<file path="src/rtl/cfu_cmd_master.sv">
// cfu_cmd_master: hardware command source for a CFU.
// Upstream pushes {function_id, inputs_0, inputs_1} into a request FIFO. A
// three-state sequencer (IDLE/ISSUE/WAIT) issues one command at a time and
// pushes each response word into a response FIFO of {error, data} entries.
//
// Optional feature macro: CFU_MASTER_TIMEOUT_EN
//   Defined: a watchdog aborts a command after TIMEOUT cycles in ISSUE+WAIT and
//            pushes {error=1, data=0}.
//   Undefined: no watchdog; res_error is tied to 0.
//
// Handshake semantics (both CFU channels and both FIFO ports):
//   a transfer happens on a rising clk edge where valid && ready are both high;
//   a source holding valid keeps its payload stable until that transfer, and
//   cmd_valid/rsp_ready/payloads here are pure register decodes, never
//   combinational functions of cmd_ready or rsp_valid.
module cfu_cmd_master #(
  parameter int unsigned REQ_DEPTH = 4,
  parameter int unsigned RES_DEPTH = 4,
  parameter int unsigned TIMEOUT   = 4096
) (
  input  logic        clk,
  input  logic        rst_n,
  // request push port
  input  logic        req_valid,
  output logic        req_ready,
  input  logic [9:0]  req_function_id,
  input  logic [31:0] req_inputs_0,
  input  logic [31:0] req_inputs_1,
  // response pop port
  output logic        res_valid,
  input  logic        res_ready,
  output logic [31:0] res_data,
  output logic        res_error,
  // CFU command channel
  output logic        cmd_valid,
  input  logic        cmd_ready,
  output logic [9:0]  cmd_payload_function_id,
  output logic [31:0] cmd_payload_inputs_0,
  output logic [31:0] cmd_payload_inputs_1,
  // CFU response channel
  input  logic        rsp_valid,
  output logic        rsp_ready,
  input  logic [31:0] rsp_payload_outputs_0,
  // status
  output logic        busy,
  output logic [15:0] done_count
);

  localparam int unsigned REQ_AW = $clog2(REQ_DEPTH);
  localparam int unsigned RES_AW = $clog2(RES_DEPTH);
  localparam int unsigned REQ_W  = 74;
  localparam int unsigned RES_W  = 33;

  localparam logic [REQ_AW:0]   REQ_FULL    = (REQ_AW+1)'(REQ_DEPTH);
  localparam logic [REQ_AW:0]   REQ_CNT_ONE = (REQ_AW+1)'(1);
  localparam logic [REQ_AW-1:0] REQ_PTR_ONE = REQ_AW'(1);
  localparam logic [RES_AW:0]   RES_FULL    = (RES_AW+1)'(RES_DEPTH);
  localparam logic [RES_AW:0]   RES_CNT_ONE = (RES_AW+1)'(1);
  localparam logic [RES_AW-1:0] RES_PTR_ONE = RES_AW'(1);

  typedef enum logic [1:0] {
    ST_IDLE  = 2'd0,
    ST_ISSUE = 2'd1,
    ST_WAIT  = 2'd2
  } state_e;

  // ---------------------------------------------------------------- state
  state_e            state_q;
  logic              cmd_valid_q;
  logic              rsp_ready_q;
  logic [9:0]        fid_q;
  logic [31:0]       in0_q;
  logic [31:0]       in1_q;
  logic [15:0]       done_count_q;

  // request FIFO
  logic [REQ_W-1:0]  req_mem [REQ_DEPTH];
  logic [REQ_AW-1:0] req_wr_q;
  logic [REQ_AW-1:0] req_rd_q;
  logic [REQ_AW:0]   req_cnt_q;
  logic              req_push;
  logic              req_pop;
  logic [REQ_W-1:0]  req_head;

  // response FIFO
  logic [RES_W-1:0]  res_mem [RES_DEPTH];
  logic [RES_AW-1:0] res_wr_q;
  logic [RES_AW-1:0] res_rd_q;
  logic [RES_AW:0]   res_cnt_q;
  logic              res_push;
  logic              res_pop;
  logic [RES_W-1:0]  res_push_word;
  logic [RES_W-1:0]  res_head;

  // sequencer events
  logic              start_issue;
  logic              rsp_done;
  logic              tmo_hit;

  // ---------------------------------------------------------------- request FIFO
  assign req_ready = (req_cnt_q < REQ_FULL);
  assign req_push  = req_valid && req_ready;
  assign req_head  = req_mem[req_rd_q];

  // A response slot must be free before a command leaves, so the response
  // push at the end of the command can never overflow.
  assign start_issue = (state_q == ST_IDLE) && (req_cnt_q != '0) &&
                       (res_cnt_q != RES_FULL);
  assign req_pop     = start_issue;

  // Request storage write port; contents need no reset.
  always_ff @(posedge clk) begin
    if (req_push) begin
      req_mem[req_wr_q] <= {req_function_id, req_inputs_0, req_inputs_1};
    end
  end

  // Request FIFO pointers and occupancy.
  always_ff @(posedge clk or negedge rst_n) begin
    if (!rst_n) begin
      req_wr_q  <= '0;
      req_rd_q  <= '0;
      req_cnt_q <= '0;
    end else begin
      if (req_push) req_wr_q <= req_wr_q + REQ_PTR_ONE;
      if (req_pop)  req_rd_q <= req_rd_q + REQ_PTR_ONE;
      case ({req_push, req_pop})
        2'b10:   req_cnt_q <= req_cnt_q + REQ_CNT_ONE;
        2'b01:   req_cnt_q <= req_cnt_q - REQ_CNT_ONE;
        default: req_cnt_q <= req_cnt_q;
      endcase
    end
  end

  // ---------------------------------------------------------------- completion
  // A response completes the command: in ISSUE only together with acceptance,
  // in WAIT on its own. rsp_valid is ignored in IDLE.
  always_comb begin
    rsp_done = 1'b0;
    case (state_q)
      ST_ISSUE: rsp_done = cmd_ready && rsp_valid;
      ST_WAIT:  rsp_done = rsp_valid;
      default:  rsp_done = 1'b0;
    endcase
  end

`ifdef CFU_MASTER_TIMEOUT_EN
  localparam int unsigned     TMO_W    = $clog2(TIMEOUT + 1);
  localparam logic [TMO_W-1:0] TMO_LAST = TMO_W'(TIMEOUT - 1);
  localparam logic [TMO_W-1:0] TMO_ONE  = TMO_W'(1);

  logic [TMO_W-1:0] tmo_q;

  // A real response in the final cycle wins over the watchdog.
  assign tmo_hit = ((state_q == ST_ISSUE) || (state_q == ST_WAIT)) &&
                   !rsp_done && (tmo_q == TMO_LAST);

  // Watchdog: cleared on entry to ISSUE, counts every ISSUE/WAIT cycle.
  always_ff @(posedge clk or negedge rst_n) begin
    if (!rst_n) begin
      tmo_q <= '0;
    end else if (start_issue) begin
      tmo_q <= '0;
    end else if (((state_q == ST_ISSUE) || (state_q == ST_WAIT)) && !tmo_hit) begin
      tmo_q <= tmo_q + TMO_ONE;
    end
  end

  assign res_error = res_valid ? res_head[32] : 1'b0;
`else
  logic unused_cfg;

  assign tmo_hit    = 1'b0;
  assign res_error  = 1'b0;
  // TIMEOUT and the stored error bit only matter with the watchdog built in.
  assign unused_cfg = (TIMEOUT == 0) ^ res_head[32];
`endif

  // ---------------------------------------------------------------- sequencer
  // Single registered FSM: next state, cmd_valid, rsp_ready and payloads.
  always_ff @(posedge clk or negedge rst_n) begin
    if (!rst_n) begin
      state_q     <= ST_IDLE;
      cmd_valid_q <= 1'b0;
      rsp_ready_q <= 1'b0;
      fid_q       <= '0;
      in0_q       <= '0;
      in1_q       <= '0;
    end else begin
      case (state_q)
        ST_IDLE: begin
          if (start_issue) begin
            state_q               <= ST_ISSUE;
            cmd_valid_q           <= 1'b1;
            rsp_ready_q           <= 1'b1;
            {fid_q, in0_q, in1_q} <= req_head;
          end
        end
        ST_ISSUE: begin
          if (rsp_done || tmo_hit) begin
            state_q     <= ST_IDLE;
            cmd_valid_q <= 1'b0;
            rsp_ready_q <= 1'b0;
          end else if (cmd_ready) begin
            state_q     <= ST_WAIT;
            cmd_valid_q <= 1'b0;
          end
        end
        ST_WAIT: begin
          if (rsp_done || tmo_hit) begin
            state_q     <= ST_IDLE;
            rsp_ready_q <= 1'b0;
          end
        end
        default: begin
          state_q     <= ST_IDLE;
          cmd_valid_q <= 1'b0;
          rsp_ready_q <= 1'b0;
        end
      endcase
    end
  end

  assign cmd_valid               = cmd_valid_q;
  assign rsp_ready               = rsp_ready_q;
  assign cmd_payload_function_id = fid_q;
  assign cmd_payload_inputs_0    = in0_q;
  assign cmd_payload_inputs_1    = in1_q;
  assign busy                    = (state_q != ST_IDLE);

  // ---------------------------------------------------------------- response FIFO
  assign res_push      = rsp_done || tmo_hit;
  assign res_push_word = tmo_hit ? {1'b1, 32'h0} : {1'b0, rsp_payload_outputs_0};
  assign res_valid     = (res_cnt_q != '0);
  assign res_pop       = res_valid && res_ready;
  assign res_head      = res_mem[res_rd_q];
  // Gate the head so an empty FIFO presents zeros rather than stale storage.
  assign res_data      = res_valid ? res_head[31:0] : 32'h0;

  // Response storage write port; contents need no reset.
  always_ff @(posedge clk) begin
    if (res_push) begin
      res_mem[res_wr_q] <= res_push_word;
    end
  end

  // Response FIFO pointers, occupancy and the completed-response counter.
  always_ff @(posedge clk or negedge rst_n) begin
    if (!rst_n) begin
      res_wr_q     <= '0;
      res_rd_q     <= '0;
      res_cnt_q    <= '0;
      done_count_q <= '0;
    end else begin
      if (res_push) begin
        res_wr_q     <= res_wr_q + RES_PTR_ONE;
        done_count_q <= done_count_q + 16'd1;
      end
      if (res_pop) res_rd_q <= res_rd_q + RES_PTR_ONE;
      case ({res_push, res_pop})
        2'b10:   res_cnt_q <= res_cnt_q + RES_CNT_ONE;
        2'b01:   res_cnt_q <= res_cnt_q - RES_CNT_ONE;
        default: res_cnt_q <= res_cnt_q;
      endcase
    end
  end

  assign done_count = done_count_q;

endmodule
</file>
<file path="config.mk">
export PLATFORM = sky130hd
export DESIGN_NAME = cfu_cmd_master
export DESIGN_NICKNAME = d
export VERILOG_FILES = /design/src/rtl/cfu_cmd_master.sv
export SDC_FILE = /design/constraint.sdc
export NUM_CORES = 1
export LEC_CHECK = 0
export ABC_AREA = 1
export CORE_ASPECT_RATIO = 1.4
export CORE_MARGIN = 3
export CORE_UTILIZATION = 40
export DETAILED_ROUTE_END_ITERATION = 8
export GPL_ROUTABILITY_DRIVEN = 1
export SLEW_MARGIN = 0
export SYNTH_ARGS = -nofsm -noshare
export SYNTH_HDL_FRONTEND = slang
export SYNTH_SLANG_ARGS = --single-unit
</file>
<file path="constraint.sdc">
create_clock -name clk -period 4.55 [get_ports clk]
set_clock_uncertainty 0.2 [all_clocks]
set_input_delay 0.91 -clock clk [delete_from_list [all_inputs] [get_ports clk]]
set_output_delay 0.91 -clock clk [all_outputs]
set_load 0.005 [all_outputs]
</file>
==> results.json, run 1 <==
{
  "ys_dominant_reg_cell": "sky130_fd_sc_hd__edfxtp_1",
  "die_area_sq_mm": 0.05473,
  "synth_warnings": 0,
  "synth_largest_type_area_fraction_pct": 61.30,
  "drive_gt1_share_pct": 6.172,
  "routed_via_density": 5.016,
  "clk_latency_ps": 580,
  "post-cts-setup-buffer-count": 0,
  "synth_area_in_adders_pct": 1.036,
  "routed_wire_length_per_instance_um": 17.80,
  "cts_num_sinks": 532,
  "io-pin-count": 240,
  "hold-worst-slack_ps": 186.6,
  "buffers_from_clock_root_to_sink_at_most": 3,
  "synth-edff-count": 424,
  "finalHoldViolCount": 0,
  "vias": 13280,
  "synth_mux_area_share_pct": 0,
  "postCtsHoldBufs": 0,
  "power.density_mw_per_mm2": 651.6,
  "post_synthesis_sequential_element_count": 532,
  "cts-root-buf": "sky130_fd_sc_hd__clkbuf_16",
  "fp.coreArea_sq_mm": 0.05125,
  "netlist_cell_types": 25,
  "crit_path_start_kind": "flop",
  "maximum_number_of_pins_on_one_net_before_global_route_repair": 105,
  "min_path_type": "input port to asynchronous set/reset pin",
  "floorplan.die.height_um": 275.6,
  "critical_path_peak_fanout": 65,
  "arrival_ps": 2730,
  "synth_seq_area_share_pct": 74.31,
  "starting_density_of_the_core_pct": 40.52,
  "fillCellCount": 4457,
  "yosys-top-cells-area": "sky130_fd_sc_hd__edfxtp_1 (61%), sky130_fd_sc_hd__dfrtp_1 (13%), sky130_fd_sc_hd__nor2_1 (6.9%)",
  "end_kind": "primary output",
  "cts_tree": "done",
  "post-synth-top-area-cell": "sky130_fd_sc_hd__edfxtp_1",
  "count_leader_synth": "sky130_fd_sc_hd__edfxtp_1",
  "via_count_of_the_first_global_routing_pass": 13310,
  "netlist_top_cells_count": "sky130_fd_sc_hd__edfxtp_1 (424), sky130_fd_sc_hd__nor2_1 (381), sky130_fd_sc_hd__nand2_1 (288)",
  "tightest_slew_ps": 1033,
  "layout_net_count": 2081,
  "drtAntennaViolNets": 0,
  "cts-buffers-inserted": 50,
  "grt_antenna_before_repair": 5,
  "timing_max_transition_violations_final": 0,
  "cts_max_level": 2,
  "power.static_leakage_nw": 9.278,
  "max-vdd-ir-drop_uv": 461.4,
  "cts.repair.resized": 0,
  "post_synth_and_or_nand_nor_area_fraction_pct": 12.68,
  "drc_errors": 0,
  "detailedPlacementHpwl_mm": 27.68,
  "synth-xor-area-share_pct": 0.7590,
  "wl_mm": 47.14,
  "routabilityCongestion": 0.7703,
  "row_count": 98,
  "crit_type": "flop to primary output",
  "grt_pass1_wl_mm": 73.31,
  "synth-compound-area-share_pct": 8.127,
  "port_buffers": 238,
  "worst_setup_hold_path_clk_slew_ps": 70,
  "globalRoute.totalOverflow": 0,
  "fmaxAchievable_ghz": 0.2601,
  "drt-initial-drc-count": 748,
  "synthesis.instances": 1727,
  "max_slew_margin_pct": 31.11,
  "main_combinational_cell_family_by_area_after_synthesis": "simple AND/OR/NAND/NOR gates",
  "grt_setup_unrepaired": "false",
  "setup_viol": 0,
  "min_period_ps": 3844,
  "syn-num-nets": 1855,
  "post_route_clock_period_utilization_pct": 84.48,
  "synth-async-reset-ratio_pct": 20.30,
  "drt_pre_antenna_iters": 5,
  "globalRouteTotalUtil_pct": 16.98,
  "power_mw": 16.61,
  "cap_violations": 0,
  "die_x_um": 198.6,
  "status": "finished clean",
  "area_delta_synth_final_pct": 22.72,
  "avgSynthCellArea_sq_um": 12.03,
  "required_ps": 3440,
  "synth.cell_area_sq_mm": 0.02077
}
==> registers in the layout, indices dropped and copies added, names as in the netlist, 3 cells and up <==
name	flops
req_mem	296
res_mem	128
cmd_payload_inputs_0	32
cmd_payload_inputs_1	32
done_count	16
cmd_payload_function_id	10
req_cnt_q	3
res_cnt_q	3
==> routing by layer <==
metal  vias to the layer above  track usage (%)  wire (um)
met4                         2            5.015       1087
met1                      6479            21.42      19440
met5                         -                0         11
li1                       6376                -          -
met3                        70            3.871       2864
met2                       356            29.32      23730
==> power by group <==
group	total (mW)	internal, mW	switching (mW)
logic	5.64	2.32	3.32
clock network	4.22	2.44	1.79
registers	6.74	6.21	0.532
==> through the flow <==
step                instance area (sq um)  setup slack [ps]  instances  util (%)  setup TNS [ps]
floorplan                           20770            -337.4       1727         -          -99880
global placement                    23800              1183       2551     46.43               0
detailed placement                  23800              1160       2551     46.43               0
CTS                                 25480             700.0       2643     49.70               0
global route                        25480             487.6       2643     49.70               0
finish                              25490             706.0       2648     49.73               0
==> kinds of logic after synthesis <==
family | after synthesis
buffers and inverters | 133
other | 1
and+or+nand+nor | 690
adders and majority gates | 16
DFF | 532
AOI/OAI and AO/OA | 337
xor gates and xnor gates | 18
==> path summary, 6_finish.rpt <==
check,from,end,slack (ps),depth (start not counted)
setup / recovery,res_rd_q[0]$_DFFE_PN0P_,res_data[10],710,4
hold / removal,rst_n,done_count[12]$_DFFE_PN0P_,190,1
setup reg to reg,state_q[0]$_DFFE_PN0P_,res_cnt_q[2]$_DFFE_PN0P_,1830,11
hold reg to reg,cmd_valid$_DFFE_PN0P_,cmd_valid$_DFFE_PN0P_,280,2
max in group asynchronous,rst_n,cmd_payload_inputs_1[3]$_DFFE_PN0P_,3050,2
min in group clk,cmd_valid$_DFFE_PN0P_,cmd_valid$_DFFE_PN0P_,280,2
==> worst max-delay path: stages, from the launching register on <==
cell and delay [ps]:
sky130_fd_sc_hd__dfrtp_2 410, sky130_fd_sc_hd__inv_2 670, sky130_fd_sc_hd__o21ai_0 210, sky130_fd_sc_hd__a21oi_1 270, sky130_fd_sc_hd__clkdlybuf4s50_1 560
==> placed cells by master (no fill, tap or decap), types with 6 or more instances in the layout <==
master	count
sky130_fd_sc_hd__clkinv_1	8
sky130_fd_sc_hd__xnor2_1	10
sky130_fd_sc_hd__inv_1	38
sky130_fd_sc_hd__dfrtp_1	105
sky130_fd_sc_hd__clkdlybuf4s50_1	237
sky130_fd_sc_hd__a21oi_1	38
sky130_fd_sc_hd__nand3_1	14
sky130_fd_sc_hd__clkinv_2	10
sky130_fd_sc_hd__o21ai_0	228
sky130_fd_sc_hd__clkbuf_16	50
sky130_fd_sc_hd__ha_1	14
sky130_fd_sc_hd__bufinv_16	6
sky130_fd_sc_hd__edfxtp_1	424
sky130_fd_sc_hd__nand2_1	288
sky130_fd_sc_hd__nor2_1	373
sky130_fd_sc_hd__xor2_1	8
sky130_fd_sc_hd__buf_4	23
sky130_fd_sc_hd__o21ai_1	70
sky130_fd_sc_hd__clkbuf_1	6
==> layout make-up <==
| type | count | area (sq um) | area share, % |
|---|---|---|---|
| Clock inverter | 32 | 347.8 | 1.365 |
| Multi-Input combinational cell | 1062 | 4746 | 18.62 |
| Clock buffer | 60 | 1329 | 5.213 |
| Antenna cell | 5 | 12.51 | 0.04909 |
| Inverter | 42 | 160.2 | 0.6283 |
| Sequential cell | 532 | 15440 | 60.59 |
| Tap cell | 650 | 813.3 | 3.191 |
| Timing Repair Buffer | 265 | 2636 | 10.34 |
(Power assumes the default switching activity.)
==> run 2, diff against run 1 <==
- clock period: 4.55 -> 3.5 ns (I/O delays scaled with it)
==> results.json, run 2 (synthesis gave the netlist of run 1 again) <==
{
  "layout.cells.most_common_list": "sky130_fd_sc_hd__edfxtp_1 (424), sky130_fd_sc_hd__nor2_1 (373), sky130_fd_sc_hd__nand2_1 (288)",
  "globalRouteTotalUtil_pct": 17.03,
  "vias": 13340,
  "summed_area_of_non_filler_cells_in_the_final_layout_sq_mm": 0.02591,
  "min_path_type": "flop to flop",
  "tightest_slew_ps": 1088,
  "arrival_ps": 2440,
  "wl_mm": 47.49,
  "buffers_from_clock_root_to_sink_at_most": 3,
  "biggest_regs": "req_mem (296), res_mem (128)",
  "cts_tree": "done",
  "drtAntennaViolNets": 0,
  "drt_pre_antenna_iters": 5,
  "hold-worst-slack_ps": 272.8,
  "largest_register_ff_count": 296,
  "required_ps": 2600,
  "fmaxAchievable_ghz": 0.2992,
  "finalWorstSetupSlack_ps": 158.1,
  "multi_input_comb_area_sq_mm": 0.004746,
  "min_period_ps": 3342,
  "fillCellCount": 4467,
  "via_count_of_the_first_global_routing_pass": 13150,
  "routed_via_density": 5.003,
  "registers.top_by_ff_count": "req_mem",
  "port_buffers": 238,
  "floorplan.die.height_um": 275.6,
  "setup_viol": 0,
  "row_count": 98,
  "drc_errors": 0,
  "cell_area_after_placement_sq_mm": 0.02403,
  "status": "finished clean",
  "globalRoute.totalOverflow": 0,
  "routabilityCongestion": 0.7543,
  "cts-buffers-inserted": 51,
  "max-vdd-ir-drop_uv": 549.5,
  "max_slew_margin_pct": 27.45,
  "grt_setup_unrepaired": "false",
  "tns_ps": 0,
  "cts-root-buf": "sky130_fd_sc_hd__clkbuf_16",
  "preCtsSetupSlack_ps": 476.7,
  "worst_setup_hold_path_clk_slew_ps": 60,
  "layout.area.seq_sq_mm": 0.01545,
  "timing_max_transition_violations_final": 0,
  "drive_gt1_share_pct": 6.776,
  "starting_density_of_the_core_pct": 40.52,
  "end_kind": "primary output",
  "crit_path_start_kind": "flop",
  "final_cell_count_no_fill": 2667,
  "die_area_sq_mm": 0.05473,
  "power.density_mw_per_mm2": 853.5,
  "grt_antenna_before_repair": 10,
  "routed_wire_length_per_instance_um": 17.81,
  "io-pin-count": 240,
  "placedCellCount": 2558,
  "fp.coreArea_sq_mm": 0.05125,
  "power.static_leakage_nw": 9.430,
  "power_mw": 22.12,
  "critical_path_peak_fanout": 65,
  "reg2reg_setup_slack_ps": 960,
  "fin_util_pct": 50.55,
  "clk_latency_ps": 590,
  "drt-initial-drc-count": 677,
  "area_delta_synth_final_pct": 24.75,
  "layout_net_count": 2092,
  "detailedPlacementHpwl_mm": 28.32,
  "cts_num_sinks": 532,
  "cts_max_level": 2,
  "grt_pass1_wl_mm": 72.87,
  "die_x_um": 198.6,
  "crit_type": "flop to primary output",
  "post_route_clock_period_utilization_pct": 95.48,
  "finalHoldViolCount": 0,
  "maximum_number_of_pins_on_one_net_before_global_route_repair": 149,
  "cap_violations": 0,
  "final_common_cell": "sky130_fd_sc_hd__edfxtp_1"
}
[run 2: changes by cell type in the layout (fill, tap and decap cells not counted), sizes merged]
cell / change
buf: +9
clkinv: -7
diode: +5
clkbuf: +4
clkinvlp: +4
inv: +3
dlygate4sd3: +1
[run 2: worst paths after layout]
path	start	endpoint	cells after the start
max in group asynchronous	rst_n	cmd_payload_inputs_0[12]$_DFFE_PN0P_	3
min in group asynchronous	rst_n	done_count[10]$_DFFE_PN0P_	2
hold reg to reg	req_cnt_q[0]$_DFFE_PN0P_	req_cnt_q[0]$_DFFE_PN0P_	1
hold / removal	req_cnt_q[0]$_DFFE_PN0P_	req_cnt_q[0]$_DFFE_PN0P_	1
setup reg to reg	state_q[0]$_DFFE_PN0P_	res_cnt_q[2]$_DFFE_PN0P_	11
setup / recovery	res_rd_q[0]$_DFFE_PN0P_	res_data[27]	5
[run 2: metal layers]
| layer | routed length, um | vias to the layer above | GRT usage [%] |
|---|---|---|---|
| li1 | - | 6411 | - |
| met1 | 19470 | 6471 | 20.94 |
| met2 | 23850 | 358 | 29.44 |
| met3 | 2930 | 98 | 3.785 |
| met4 | 1226 | 4 | 6.384 |
| met5 | 24 | - | 0 |
[run 2: cell type report]
class | instances | area share, %
timing repair buffer | 275 | 11.19
antenna | 10 | 0.09658
sequential | 532 | 59.61
clock buffer | 64 | 5.558
multi-input combinational | 1062 | 18.32
clock inverter | 32 | 1.468
tap | 650 | 3.139
inverter | 42 | 0.6181
[run 2: power breakdown]
group / leakage, nW / internal [mW] / switching (mW)
clock network: 0.875 / 3.41 / 2.40
logic: 3.37 / 3.18 / 4.46
registers: 5.18 / 8.07 / 0.589
total: 9.43 / 14.7 / 7.45
[run 2: critical path, stage by stage, from the launching register on]
cell	delay, ps
sky130_fd_sc_hd__dfrtp_4	590
sky130_fd_sc_hd__inv_2	110
sky130_fd_sc_hd__buf_12	230
sky130_fd_sc_hd__o21ai_0	130
sky130_fd_sc_hd__a21oi_1	220
sky130_fd_sc_hd__clkdlybuf4s50_1	550
[run 2: repair_timing]
action	4_1_cts	5_1_grt
hold endpoints to repair	50	0
gates resized for setup	1	0
hold buffers	1	0
buffers inserted	1	1
endpoints found under the setup margin	32	5
==> run 3, diff against run 2 <==
- CORE_MARGIN: 3 -> not set
- clock period: 3.5 -> 4.1 ns (I/O delays scaled with it)
==> results.json, run 3 (synthesis gave the netlist of run 1 again) <==
{
  "crit_top_cell": "sky130_fd_sc_hd__nor2_1",
  "drive_gt1_share_pct": 5.962,
  "buffers_from_clock_root_to_sink_at_most": 3,
  "arrival_ps": 2650,
  "max-vdd-ir-drop_uv": 530.0,
  "fin_util_pct": 49.89,
  "grt_antenna_before_repair": 11,
  "hold-worst-slack_ps": 277.6,
  "routed_wire_length_per_instance_um": 17.72,
  "globalRoute.totalOverflow": 0,
  "globalRouteTotalUtil_pct": 17.74,
  "status": "finished clean",
  "critical_path_buf_inv_count": 2,
  "gr_met2_demand_resource_pct": 30.68,
  "biggest_regs": "req_mem (296), res_mem (128)",
  "row_count": 98,
  "post-cts-setup-buffer-count": 0,
  "finalWorstSetupSlack_ps": 431.4,
  "largest_register_ff_count": 296,
  "setup_viol": 0,
  "wl_mm": 46.97,
  "use_met3_pct": 4.535,
  "post_route_clock_period_utilization_pct": 89.48,
  "die_x_um": 194.6,
  "cts_max_level": 2,
  "fmaxAchievable_ghz": 0.2726,
  "critPathMaxStageDelay_ps": 740,
  "routed_via_density": 4.975,
  "min_period_ps": 3669,
  "required_ps": 3080,
  "postCtsHoldBufs": 1,
  "detailedPlacementHpwl_mm": 27.44,
  "power.static_leakage_nw": 9.278,
  "layout.cells.most_common_list": "sky130_fd_sc_hd__edfxtp_1 (424), sky130_fd_sc_hd__nor2_1 (373), sky130_fd_sc_hd__nand2_1 (288)",
  "drt_pre_antenna_iters": 5,
  "crit_type": "flop to primary output",
  "final_cell_count_no_fill": 2650,
  "tightest_slew_ps": 1067,
  "gr-usage-met1_pct": 21.82,
  "finalHoldViolCount": 0,
  "cpMaxStageDelayCell": "sky130_fd_sc_hd__dfrtp_2",
  "power.density_mw_per_mm2": 719.5,
  "port_buffers": 238,
  "registers.top_by_ff_count": "req_mem",
  "starting_density_of_the_core_pct": 40.62,
  "drtAntennaViolNets": 0,
  "final_common_cell": "sky130_fd_sc_hd__edfxtp_1",
  "die_area_sq_mm": 0.05285,
  "worst_setup_hold_path_clk_slew_ps": 60,
  "crit_path_start_kind": "flop",
  "cts_num_sinks": 532,
  "routabilityCongestion": 0.7963,
  "end_kind": "primary output",
  "grt_setup_unrepaired": "false",
  "drt-initial-drc-count": 622,
  "area_delta_synth_final_pct": 22.83,
  "critical_path_peak_fanout": 30,
  "floorplan.die.height_um": 271.6,
  "cell_area_after_placement_sq_mm": 0.02385,
  "timing_max_transition_violations_final": 0,
  "cts-root-buf": "sky130_fd_sc_hd__clkbuf_16",
  "via_count_of_the_first_global_routing_pass": 12960,
  "preCtsSetupSlack_ps": 995.0,
  "vias": 13180,
  "layout_net_count": 2083,
  "io-pin-count": 240,
  "busiest_layer": "met2",
  "max_slew_margin_pct": 28.84,
  "clk_latency_ps": 610,
  "crit_path_cell_trace": "buf_4 -> nor2_1 -> nor2_1 -> o21ai_0 -> a21oi_1 -> clkdlybuf4s50_1",
  "placedCellCount": 2552,
  "grt_pass1_wl_mm": 72.99,
  "cts_tree": "done",
  "cts.repair.resized": 0,
  "fp.coreArea_sq_mm": 0.05113,
  "crit_family": "buffers and inverters",
  "min_path_type": "flop to flop",
  "cap_violations": 0,
  "summed_area_of_non_filler_cells_in_the_final_layout_sq_mm": 0.02551,
  "maximum_number_of_pins_on_one_net_before_global_route_repair": 85,
  "cts-buffers-inserted": 50,
  "drc_errors": 0
}
## run 3: cell types whose count changed in the layout (fill, tap and decap cells not counted), sizes merged
| cell | previous run | this run |
|---|---|---|
| clkbuf | 64 | 72 |
| buf | 37 | 29 |
| inv | 48 | 44 |
| clkinvlp | 5 | 0 |
| clkinv | 15 | 17 |
| bufinv | 6 | 2 |
| diode | 10 | 4 |
## run 3: path summary, 6_finish.rpt
kind,startpoint,end,slack [ps],cells past startpoint
worst max register to register,state_q[0]$_DFFE_PN0P_,cmd_payload_function_id[6]$_DFFE_PN0P_,1660,7
worst min-delay path,req_cnt_q[0]$_DFFE_PN0P_,req_cnt_q[0]$_DFFE_PN0P_,280,1
worst min register to register,req_cnt_q[0]$_DFFE_PN0P_,req_cnt_q[0]$_DFFE_PN0P_,280,1
max in group asynchronous,rst_n,req_rd_q[0]$_DFFE_PN0P_,2280,3
min in group asynchronous,rst_n,cmd_payload_inputs_0[0]$_DFFE_PN0P_,480,2
worst max-delay path,res_rd_q[0]$_DFFE_PN0P_,res_data[10],430,6
## run 3: metrics by stage
stage	total power, mW	setup TNS [ps]
3_5_place_dp	14.02	0
6_report	18.36	0
2_1_floorplan	11.19	-206440
5_1_grt	19.58	0
3_3_place_gp	13.89	0
4_1_cts	18.65	0
## run 3: per-layer routing
layer  wire (um)  part of all wire, %
met5         103                 0.22
met4         883                  1.9
met3        2777                  5.9
met2       23820                   51
met1       19380                   41
## run 3: report_power, final
part	switching [mW]	internal [mW]	total, mW	leakage (nW)
Clock	1.98	2.58	4.56	0.804
Sequential	0.649	6.89	7.54	5.18
Combinational	3.63	2.63	6.26	3.29
## run 3: area by class of cell
type / count / area, sq um
Fill cell: 4459 / 25620
Inverter: 42 / 160.2
Sequential cell: 532 / 15440
Clock buffer: 72 / 1435
Antenna cell: 4 / 10.01
Multi-Input combinational cell: 1062 / 4746
Tap cell: 650 / 813.3
Timing Repair Buffer: 267 / 2700
Clock inverter: 21 / 203.9
